## config.mk

```make
export PLATFORM = sky130hd
export DESIGN_NAME = icetap_jtag_tap
export DESIGN_NICKNAME = d
export VERILOG_FILES = /design/src/rtl/icetap_pkg.sv /design/src/rtl/icetap_tap_fsm.sv /design/src/rtl/icetap_jtag_tap.sv
export SDC_FILE = /design/constraint.sdc
export NUM_CORES = 1
export LEC_CHECK = 0
export ABC_AREA = 1
export BUFFER_PORTS_ARGS = -buffer_cell sky130_fd_sc_hd__buf_4
export CORE_ASPECT_RATIO = 1.4
export CORE_MARGIN = 2
export CORE_UTILIZATION = 45
export DETAILED_ROUTE_END_ITERATION = 7
export HOLD_SLACK_MARGIN = 0.08
export PLACE_DENSITY = 0.7
export SLEW_MARGIN = 10
export SYNTH_ARGS = -nofsm -noshare
export SYNTH_HDL_FRONTEND = slang
export SYNTH_SLANG_ARGS = --single-unit
```

## constraint.sdc

```tcl
create_clock -name tck -period 2.32 [get_ports tck]
set_input_delay 0.348 -clock tck [delete_from_list [all_inputs] [get_ports tck]]
set_output_delay 0.348 -clock tck [all_outputs]
set_load 0.02 [all_outputs]
```

## src/rtl/icetap_pkg.sv

```systemverilog
// Shared icetap JTAG constants: instruction codes, TAP state encodings and the
// strobe bundle passed from the TAP state machine to the instruction/data logic.
package icetap_pkg;

  localparam int IR_BITS_DEFAULT = 4;

  localparam logic [3:0] JTAG_IR_EXTEST = 4'h0;
  localparam logic [3:0] JTAG_IR_IDCODE = 4'h1;
  localparam logic [3:0] JTAG_IR_SCAN_N = 4'h2;
  localparam logic [3:0] JTAG_IR_BYPASS = 4'hF;

  // Classic 1149.1 state encoding as used by most reference TAPs
  localparam logic [3:0] TAP_EXIT2_DR   = 4'h0;
  localparam logic [3:0] TAP_EXIT1_DR   = 4'h1;
  localparam logic [3:0] TAP_SHIFT_DR   = 4'h2;
  localparam logic [3:0] TAP_PAUSE_DR   = 4'h3;
  localparam logic [3:0] TAP_SEL_IR     = 4'h4;
  localparam logic [3:0] TAP_UPDATE_DR  = 4'h5;
  localparam logic [3:0] TAP_CAPTURE_DR = 4'h6;
  localparam logic [3:0] TAP_SEL_DR     = 4'h7;
  localparam logic [3:0] TAP_EXIT2_IR   = 4'h8;
  localparam logic [3:0] TAP_EXIT1_IR   = 4'h9;
  localparam logic [3:0] TAP_SHIFT_IR   = 4'hA;
  localparam logic [3:0] TAP_PAUSE_IR   = 4'hB;
  localparam logic [3:0] TAP_RUN_IDLE   = 4'hC;
  localparam logic [3:0] TAP_UPDATE_IR  = 4'hD;
  localparam logic [3:0] TAP_CAPTURE_IR = 4'hE;
  localparam logic [3:0] TAP_TLR        = 4'hF;

  typedef struct packed {
    logic test_logic_reset;
    logic capture_dr;
    logic shift_dr;
    logic update_dr;
    logic capture_ir;
    logic shift_ir;
    logic update_ir;
  } tap_strobes_t;

endpackage

```

## src/rtl/icetap_tap_fsm.sv

```systemverilog
// TAP state register and next-state logic; strobes decode the registered state
// only, so they never glitch with tms.
module icetap_tap_fsm
  import icetap_pkg::*;
(
  input  logic         tck,
  input  logic         reset,
  input  logic         tms,
  output tap_strobes_t strb
);

  logic [3:0] state;
  logic [3:0] state_next;

  always_comb begin
    state_next = TAP_TLR;
    case (state)
      TAP_TLR:        state_next = tms ? TAP_TLR      : TAP_RUN_IDLE;
      TAP_RUN_IDLE:   state_next = tms ? TAP_SEL_DR   : TAP_RUN_IDLE;
      TAP_SEL_DR:     state_next = tms ? TAP_SEL_IR   : TAP_CAPTURE_DR;
      TAP_CAPTURE_DR: state_next = tms ? TAP_EXIT1_DR : TAP_SHIFT_DR;
      TAP_SHIFT_DR:   state_next = tms ? TAP_EXIT1_DR : TAP_SHIFT_DR;
      TAP_EXIT1_DR:   state_next = tms ? TAP_UPDATE_DR : TAP_PAUSE_DR;
      TAP_PAUSE_DR:   state_next = tms ? TAP_EXIT2_DR : TAP_PAUSE_DR;
      TAP_EXIT2_DR:   state_next = tms ? TAP_UPDATE_DR : TAP_SHIFT_DR;
      TAP_UPDATE_DR:  state_next = tms ? TAP_SEL_DR   : TAP_RUN_IDLE;
      TAP_SEL_IR:     state_next = tms ? TAP_TLR      : TAP_CAPTURE_IR;
      TAP_CAPTURE_IR: state_next = tms ? TAP_EXIT1_IR : TAP_SHIFT_IR;
      TAP_SHIFT_IR:   state_next = tms ? TAP_EXIT1_IR : TAP_SHIFT_IR;
      TAP_EXIT1_IR:   state_next = tms ? TAP_UPDATE_IR : TAP_PAUSE_IR;
      TAP_PAUSE_IR:   state_next = tms ? TAP_EXIT2_IR : TAP_PAUSE_IR;
      TAP_EXIT2_IR:   state_next = tms ? TAP_UPDATE_IR : TAP_SHIFT_IR;
      TAP_UPDATE_IR:  state_next = tms ? TAP_SEL_DR   : TAP_RUN_IDLE;
      default:        state_next = TAP_TLR;
    endcase
  end

  always_ff @(posedge tck or posedge reset) begin
    if (reset) state <= TAP_TLR;
    else       state <= state_next;
  end

  always_comb begin
    strb.test_logic_reset = (state == TAP_TLR);
    strb.capture_dr       = (state == TAP_CAPTURE_DR);
    strb.shift_dr         = (state == TAP_SHIFT_DR);
    strb.update_dr        = (state == TAP_UPDATE_DR);
    strb.capture_ir       = (state == TAP_CAPTURE_IR);
    strb.shift_ir         = (state == TAP_SHIFT_IR);
    strb.update_ir        = (state == TAP_UPDATE_IR);
  end

endmodule

```

## src/rtl/icetap_jtag_tap.sv

```systemverilog
// JTAG TAP: instruction register, IDCODE and BYPASS data registers, and the
// negedge-registered TDO mux that also forwards the icetap register-block TDO.
module icetap_jtag_tap
  import icetap_pkg::*;
#(
  parameter int          IR_BITS = IR_BITS_DEFAULT,
  parameter logic [31:0] IDCODE  = 32'h1CE7_A001
) (
  input  logic tck,
  input  logic reset,
  input  logic tms,
  input  logic tdi,
  output logic tdo,
  output logic tdo_ena,
  input  logic regs_tdo,
  output logic test_logic_reset,
  output logic capture_dr,
  output logic shift_dr,
  output logic update_dr,
  output logic capture_ir,
  output logic shift_ir,
  output logic update_ir,
  output logic scan_n_ir,
  output logic extest_ir,
  output logic idcode_ir,
  output logic bypass_ir
);

  localparam logic [IR_BITS-1:0] IR_EXTEST = IR_BITS'(JTAG_IR_EXTEST);
  localparam logic [IR_BITS-1:0] IR_IDCODE = IR_BITS'(JTAG_IR_IDCODE);
  localparam logic [IR_BITS-1:0] IR_SCAN_N = IR_BITS'(JTAG_IR_SCAN_N);
  localparam logic [IR_BITS-1:0] IR_BYPASS = IR_BITS'(JTAG_IR_BYPASS);

  tap_strobes_t        strb;
  logic [IR_BITS-1:0]  ir;
  logic [IR_BITS-1:0]  ir_shift;
  logic [31:0]         idcode_shift;
  logic                bypass_reg;
  logic                tdo_mux;

  icetap_tap_fsm u_fsm (
    .tck   (tck),
    .reset (reset),
    .tms   (tms),
    .strb  (strb)
  );

  assign test_logic_reset = strb.test_logic_reset;
  assign capture_dr       = strb.capture_dr;
  assign shift_dr         = strb.shift_dr;
  assign update_dr        = strb.update_dr;
  assign capture_ir       = strb.capture_ir;
  assign shift_ir         = strb.shift_ir;
  assign update_ir        = strb.update_ir;

  assign scan_n_ir = (ir == IR_SCAN_N);
  assign extest_ir = (ir == IR_EXTEST);
  assign idcode_ir = (ir == IR_IDCODE);
  // Any code without a register of its own falls back to the 1-bit bypass path
  assign bypass_ir = (ir == IR_BYPASS) | ~(scan_n_ir | extest_ir | idcode_ir);

  always_ff @(posedge tck or posedge reset) begin
    if (reset) begin
      ir       <= IR_IDCODE;
      ir_shift <= '0;
    end else begin
      if (strb.capture_ir)
        ir_shift <= IR_BITS'(2'b01);
      else if (strb.shift_ir)
        ir_shift <= {tdi, ir_shift[IR_BITS-1:1]};

      if (strb.test_logic_reset)
        ir <= IR_IDCODE;
      else if (strb.update_ir)
        ir <= ir_shift;
    end
  end

  always_ff @(posedge tck or posedge reset) begin
    if (reset) begin
      idcode_shift <= IDCODE;
      bypass_reg   <= 1'b0;
    end else begin
      if (idcode_ir) begin
        if (strb.capture_dr)
          idcode_shift <= IDCODE;
        else if (strb.shift_dr)
          idcode_shift <= {tdi, idcode_shift[31:1]};
      end
      if (bypass_ir) begin
        if (strb.capture_dr)
          bypass_reg <= 1'b0;
        else if (strb.shift_dr)
          bypass_reg <= tdi;
      end
    end
  end

  always_comb begin
    if (strb.shift_ir)
      tdo_mux = ir_shift[0];
    else if (idcode_ir)
      tdo_mux = idcode_shift[0];
    else if (scan_n_ir | extest_ir)
      tdo_mux = regs_tdo;
    else
      tdo_mux = bypass_reg;
  end

  // Falling-edge update gives the far end a full half-cycle of setup before it samples
  always_ff @(negedge tck or posedge reset) begin
    if (reset) begin
      tdo     <= 1'b0;
      tdo_ena <= 1'b0;
    end else begin
      tdo_ena <= strb.shift_ir | strb.shift_dr;
      if (strb.shift_ir | strb.shift_dr)
        tdo <= tdo_mux;
    end
  end

endmodule

```

==> results.json, run 1 <==
{
  "status": "complete, but fails checks",
  "violations": "setup timing",
  "setup_violations": 2,
  "grt_pass1_wl_um": 6941,
  "fin_tns_setup_ps": -68.37,
  "cts_hold_buffers": 0,
  "top_register": "idcode_shift",
  "cts.htree.levels": 2,
  "crit_path_end_kind": "primary output",
  "ir_drop_v": 0.0005353,
  "numClockSinks": 47,
  "postRouteAntennaNets": 0,
  "layout-drive-gt1-share_pct": 31.68,
  "gp_congestion": 0.8228,
  "cts_buffers": 5,
  "rsz0062_at_grt": "yes",
  "grt_pass1_vias": 1621,
  "start_util_pct": 46.46,
  "drv_slew": 0,
  "syn_nets": 234,
  "vias": 1594,
  "clk_pin_slew_worst_paths_ps": 90,
  "die_x_um": 61.83,
  "path_buf_inv": 1,
  "num-fill-cells": 422,
  "regToRegStartpoint": "u_fsm.state[0]$_DFF_PP1_",
  "grt-ovfl-total": 0,
  "dieHeight_um": 84.97,
  "timing.rr.end": "tdo$_DFFE_NP0P_",
  "power_leakage_nw": 1.216,
  "port_buffers": 17,
  "required_ps": 1970,
  "tritoncts": "built",
  "worst-path-max-fanout": 2,
  "ys_ff_latch": 47,
  "core_area_um2": 4536,
  "dp_slack_ps": 25.00,
  "whs_ps": 254.4,
  "post_drt_wl_per_cell_um": 12.38,
  "syn_inst": 229,
  "totalWireLength_um": 4010,
  "slew_headroom_pct": 63.36,
  "io_pins": 18,
  "die_area_um2": 5253,
  "largest_register_ffs": 32,
  "final_area_um2": 2550,
  "yosysWarnings": 0,
  "worst_path_max_delay_cell": "dfrtn_1",
  "powerDensity_nw_per_um2": 1453,
  "worst_pin_slew_ps": 549.6,
  "dr.pass1.iters": 6,
  "crit_chain": "buf_6",
  "antenna_found_initial": 0,
  "layout.nets": 266,
  "final_util_pct": 56.22,
  "dpl-instance-area_um2": 2376,
  "ys_seq_area_share_pct": 56.83,
  "synthDistinctLibCells": 24,
  "grt_usage_pct": 17.65,
  "cts_buffer_depth": 2,
  "netlist_area_um2": 2107,
  "drc": 0,
  "grt_max_degree": 46,
  "dp_hpwl_um": 2886,
  "drtIter0Drc": 70,
  "criticalPathCategory": "flop to primary output",
  "reg2reg_depth": 9,
  "worst_slack_ps": -52.33,
  "avgSynthCellArea_um2": 9.201,
  "root_buffer": "clkbuf_8",
  "area_growth_syn_to_layout_pct": 21.02,
  "row_count": 29,
  "rrSetupSlack_ps": 60,
  "cpLargestDelayFamily": "flip-flops",
  "max_stage_delay_ps": 430,
  "crit_path_start": "tdo$_DFFE_NP0P_",
  "hold_violations": 0,
  "critPathArrivalTime_ps": 2020,
  "diodes": 0,
  "maxCapViolations": 0,
  "fin_worst_skew_ps": 10.75,
  "vias_per_cell": 4.920,
  "hold_class": "primary input to asynchronous set/reset pin",
  "clock_latency_ps": 310,
  "start_kind": "flop"
}
stage by stage:
stage	total power, mW	std cells
floorplan	2.475	229
global placement	2.906	315
detailed placement	2.944	315
CTS	3.681	323
global route	3.977	324
finish	3.705	324
report_power, final:
group | switching (mW) | internal [mW]
registers | 0.175 | 1.21
logic | 0.972 | 0.637
clock network | 0.280 | 0.430
total | 1.43 | 2.28
cells in the final DEF, fill, tap and decap left out:
cell	synthesis	routed
bufinv_16	0	2
nor2_1	32	31
nand2_1	27	25
o21ai_1	1	1
o22ai_2	3	3
dfstp_2	17	17
nor3_1	2	2
nand3_1	11	10
a21oi_1	11	11
nand2_2	4	4
dfrtn_1	2	2
nor3_4	1	1
nand4_1	3	3
nor2_2	4	3
buf_6	4	2
a2bb2oi_1	2	2
clkbuf_8	0	5
o21ai_0	21	21
nand2_4	0	2
inv_2	2	2
nand3_2	3	4
inv_1	34	32
nor2_4	1	3
clkinvlp_4	0	2
o22ai_1	11	11
buf_4	1	32
dfrtp_1	28	28
inv_4	0	1
synthesized netlist by cell type:
| master | number | area, µm² |
|---|---|---|
| inv_1 | 34 | 127.6 |
| nor2_1 | 32 | 120.1 |
| dfrtp_1 | 28 | 700.7 |
| nand2_1 | 27 | 101.4 |
| o21ai_0 | 21 | 105.1 |
| dfstp_2 | 17 | 446.7 |
| a21oi_1 | 11 | 55.05 |
| nand3_1 | 11 | 55.05 |
| o22ai_1 | 11 | 68.82 |
| buf_2 | 4 | 20.02 |
| buf_6 | 4 | 45.04 |
| nand2_2 | 4 | 25.02 |
| nor2_2 | 4 | 25.02 |
| nand3_2 | 3 | 30.03 |
| nand4_1 | 3 | 18.77 |
| o22ai_2 | 3 | 37.54 |
| a2bb2oi_1 | 2 | 17.52 |
| dfrtn_1 | 2 | 50.05 |
| inv_2 | 2 | 7.510 |
| nor3_1 | 2 | 10.01 |
| buf_4 | 1 | 7.510 |
| nor2_4 | 1 | 11.26 |
| nor3_4 | 1 | 16.27 |
| o21ai_1 | 1 | 5.000 |
area by class of cell:
type                    count  area [µm²]  share of cell area [%]
well taps                  62       77.57                   3.042
multi-input cells         137       734.5                   28.80
clock inverters             3       67.56                   2.650
repair buffers             34       262.8                   10.30
flip-flops and latches     47        1197                   46.96
clock buffers               5       68.82                   2.699
inverters                  36       141.4                   5.545
worst reg2reg max path: stages, from the launching register on:
cell and delay, ps:
dfstp_2 550, inv_2 50, nand2_4 60, inv_4 40, nand2_4 50, nand2_2 40, inv_1 40, nand2_1 40
nand2_1 50, nand2_1 40
kinds of logic (layout without fill, tap and decap cells):
group / after synthesis / count (layout) / share of synthesized area [%]
compound gates: 49 / 49 / 13.72
buf+inv: 45 / 78 / 9.858
flops: 47 / 47 / 56.83
simple gates: 88 / 88 / 19.60
worst max path at each step:
stage                            to  slack (ps)  cells after the start
finish                          tdo         -50                      1
global route                    tdo         -90                      1
CTS                             tdo         -60                      1
detailed placement  tdo$_DFFE_NP0P_          30                      7
global placement    tdo$_DFFE_NP0P_          60                      9
floorplan           tdo$_DFFE_NP0P_         -90                      8
timing repair:
| item | in CTS | in global routing |
|---|---|---|
| setup buffers | 0 | 1 |
| gates resized for setup | 2 | 7 |
| pin swaps | 0 | 2 |
| setup endpoints to repair | 2 | 3 |
per-layer routing:
layer  global-route usage, %  wire length, µm  vias to the layer above  part of all wire [%]
li1                        -                -                      800                     -
met1                   20.70             1711                      741                    43
met2                   27.75             2013                       39                    50
met3                   4.268              110                       14                   2.7
met4                   11.41              174                        0                   4.3
met5                       0                0                        -                     0
(Power assumes the default switching activity.)
==> inputs of run 2 (changes only) <==
CORE_MARGIN = not set   (was 2)
==> results.json, run 2 (synthesized netlist as in run 1, its figures left out) <==
{
  "status": "complete, but fails checks",
  "violations": "setup timing",
  "start_util_pct": 46.83,
  "grt_usage_pct": 19.00,
  "root_buffer": "clkbuf_8",
  "io_pins": 18,
  "comb_power_share_pct": 44.8,
  "drv_slew": 0,
  "path_buf_inv": 1,
  "drc": 0,
  "die_area_um2": 4964,
  "cts.htree.levels": 2,
  "fin_worst_skew_ps": 4.497,
  "tritoncts": "built",
  "post_drt_wl_per_cell_um": 12.65,
  "worst-path-max-fanout": 2,
  "worst_path_max_delay_cell": "dfrtn_1",
  "dp_slack_ps": 21.60,
  "dpl-instance-area_um2": 2376,
  "hold_class": "primary input to asynchronous set/reset pin",
  "drtIter0Drc": 102,
  "worst_pin_slew_ps": 555.1,
  "gp_congestion": 0.8473,
  "final_cell_mix": "buf_4, inv_1, nor2_1, dfrtp_1, nand2_1",
  "place_inst": 315,
  "final_area_um2": 2544,
  "vias_per_cell": 4.957,
  "intPower_mw": 2.214,
  "die_x_um": 59.83,
  "numClockSinks": 47,
  "fin_tns_setup_ps": -44.12,
  "diodes": 0,
  "seqCellArea_um2": 1197,
  "clk_pin_slew_worst_paths_ps": 80,
  "antenna_found_initial": 0,
  "area_growth_syn_to_layout_pct": 20.72,
  "power_frac_clock_pct": 16.9,
  "maxCapViolations": 0,
  "grt_pass1_wl_um": 7120,
  "multi_input_area_um2": 724.4,
  "core_area_um2": 4499,
  "final_common_cell": "buf_4",
  "slew_headroom_pct": 62.99,
  "crit_path_end_kind": "primary output",
  "grt_pass1_vias": 1614,
  "ir_drop_v": 0.0005138,
  "grt_max_degree": 46,
  "port_buffers": 17,
  "grt-ovfl-total": 0,
  "totalWireLength_um": 4138,
  "required_ps": 1970,
  "criticalPathCategory": "flop to primary output",
  "dp_hpwl_um": 2908,
  "setup_violations": 2,
  "worst_slack_ps": -37.23,
  "layout-drive-gt1-share_pct": 31.70,
  "p_sw_share_pct": 39.05,
  "hold_violations": 0,
  "dr.pass1.iters": 6,
  "power.total_mw": 3.632,
  "final_util_pct": 56.54,
  "row_count": 29,
  "powerDensity_nw_per_um2": 1428,
  "p_seq_share_pct": 38.3,
  "rrSetupSlack_ps": 60,
  "cts_buffer_depth": 2,
  "top_register": "idcode_shift",
  "whs_ps": 264.3,
  "rsz0062_at_grt": "yes",
  "cts_buffers": 5,
  "layout.cells.non_filler": 327,
  "cpLargestDelayFamily": "flip-flops",
  "postRouteAntennaNets": 0,
  "max_stage_delay_ps": 430,
  "crit_chain": "buf_6",
  "start_kind": "flop",
  "dieHeight_um": 82.97,
  "clock_latency_ps": 300,
  "vias": 1621,
  "largest_register_ffs": 32,
  "layout.nets": 269,
  "critPathArrivalTime_ps": 2010,
  "power_leakage_nw": 1.220,
  "p_switching_mw": 1.418,
  "num-fill-cells": 400
}
## run 2: final timing paths
kind                                         startpoint                      endpoint  cells after the start
hold reg to reg            idcode_shift[18]$_DFFE_PP1P_  idcode_shift[17]$_DFFE_PP1P_                      2
setup reg to reg               u_fsm.state[0]$_DFF_PP1_               tdo$_DFFE_NP0P_                      9
hold / removal                                    reset             ir[1]$_DFFE_PP0P_                      3
setup / recovery                        tdo$_DFFE_NP0P_                           tdo                      1
max in group asynchronous                         reset               tdo$_DFFE_NP0P_                      2
min in group tck                                    tdi       ir_shift[3]$_DFFE_PP0N_                      3
## run 2: power by group through the flow
| stage | clock, mW | sequential, mW | combinational (mW) |
|---|---|---|---|
| after floorplan | 0 | 1.38 | 1.10 |
| after global placement | 0 | 1.38 | 1.52 |
| after detailed placement | 0 | 1.39 | 1.56 |
| after CTS | 0.633 | 1.38 | 1.59 |
| after global routing | 0.663 | 1.42 | 1.83 |
| final | 0.615 | 1.39 | 1.63 |
## run 2: per-layer routing
metal	GRT usage (%)	vias up	wire length, µm
met5	0	-	0
met4	10.99	0	164
met3	3.894	13	120
met2	30.51	33	2108
met1	22.82	771	1744
li1	-	804	-
## run 2: layout make-up
cell class	count	area share [%]
clock buffer	6	3.246
sequential	47	47.07
clock inverter	2	1.377
tap	62	3.050
multi-input combinational	137	28.48
inverter	36	5.558
timing repair buffer	37	11.21
## run 2: repair_timing
action                                  in CTS  in global routing
hold buffers                                 0                  0
setup buffers                                1                  3
endpoints found under the setup margin       2                  3
pin swaps                                    0                  4
gates resized for setup                      2                  4
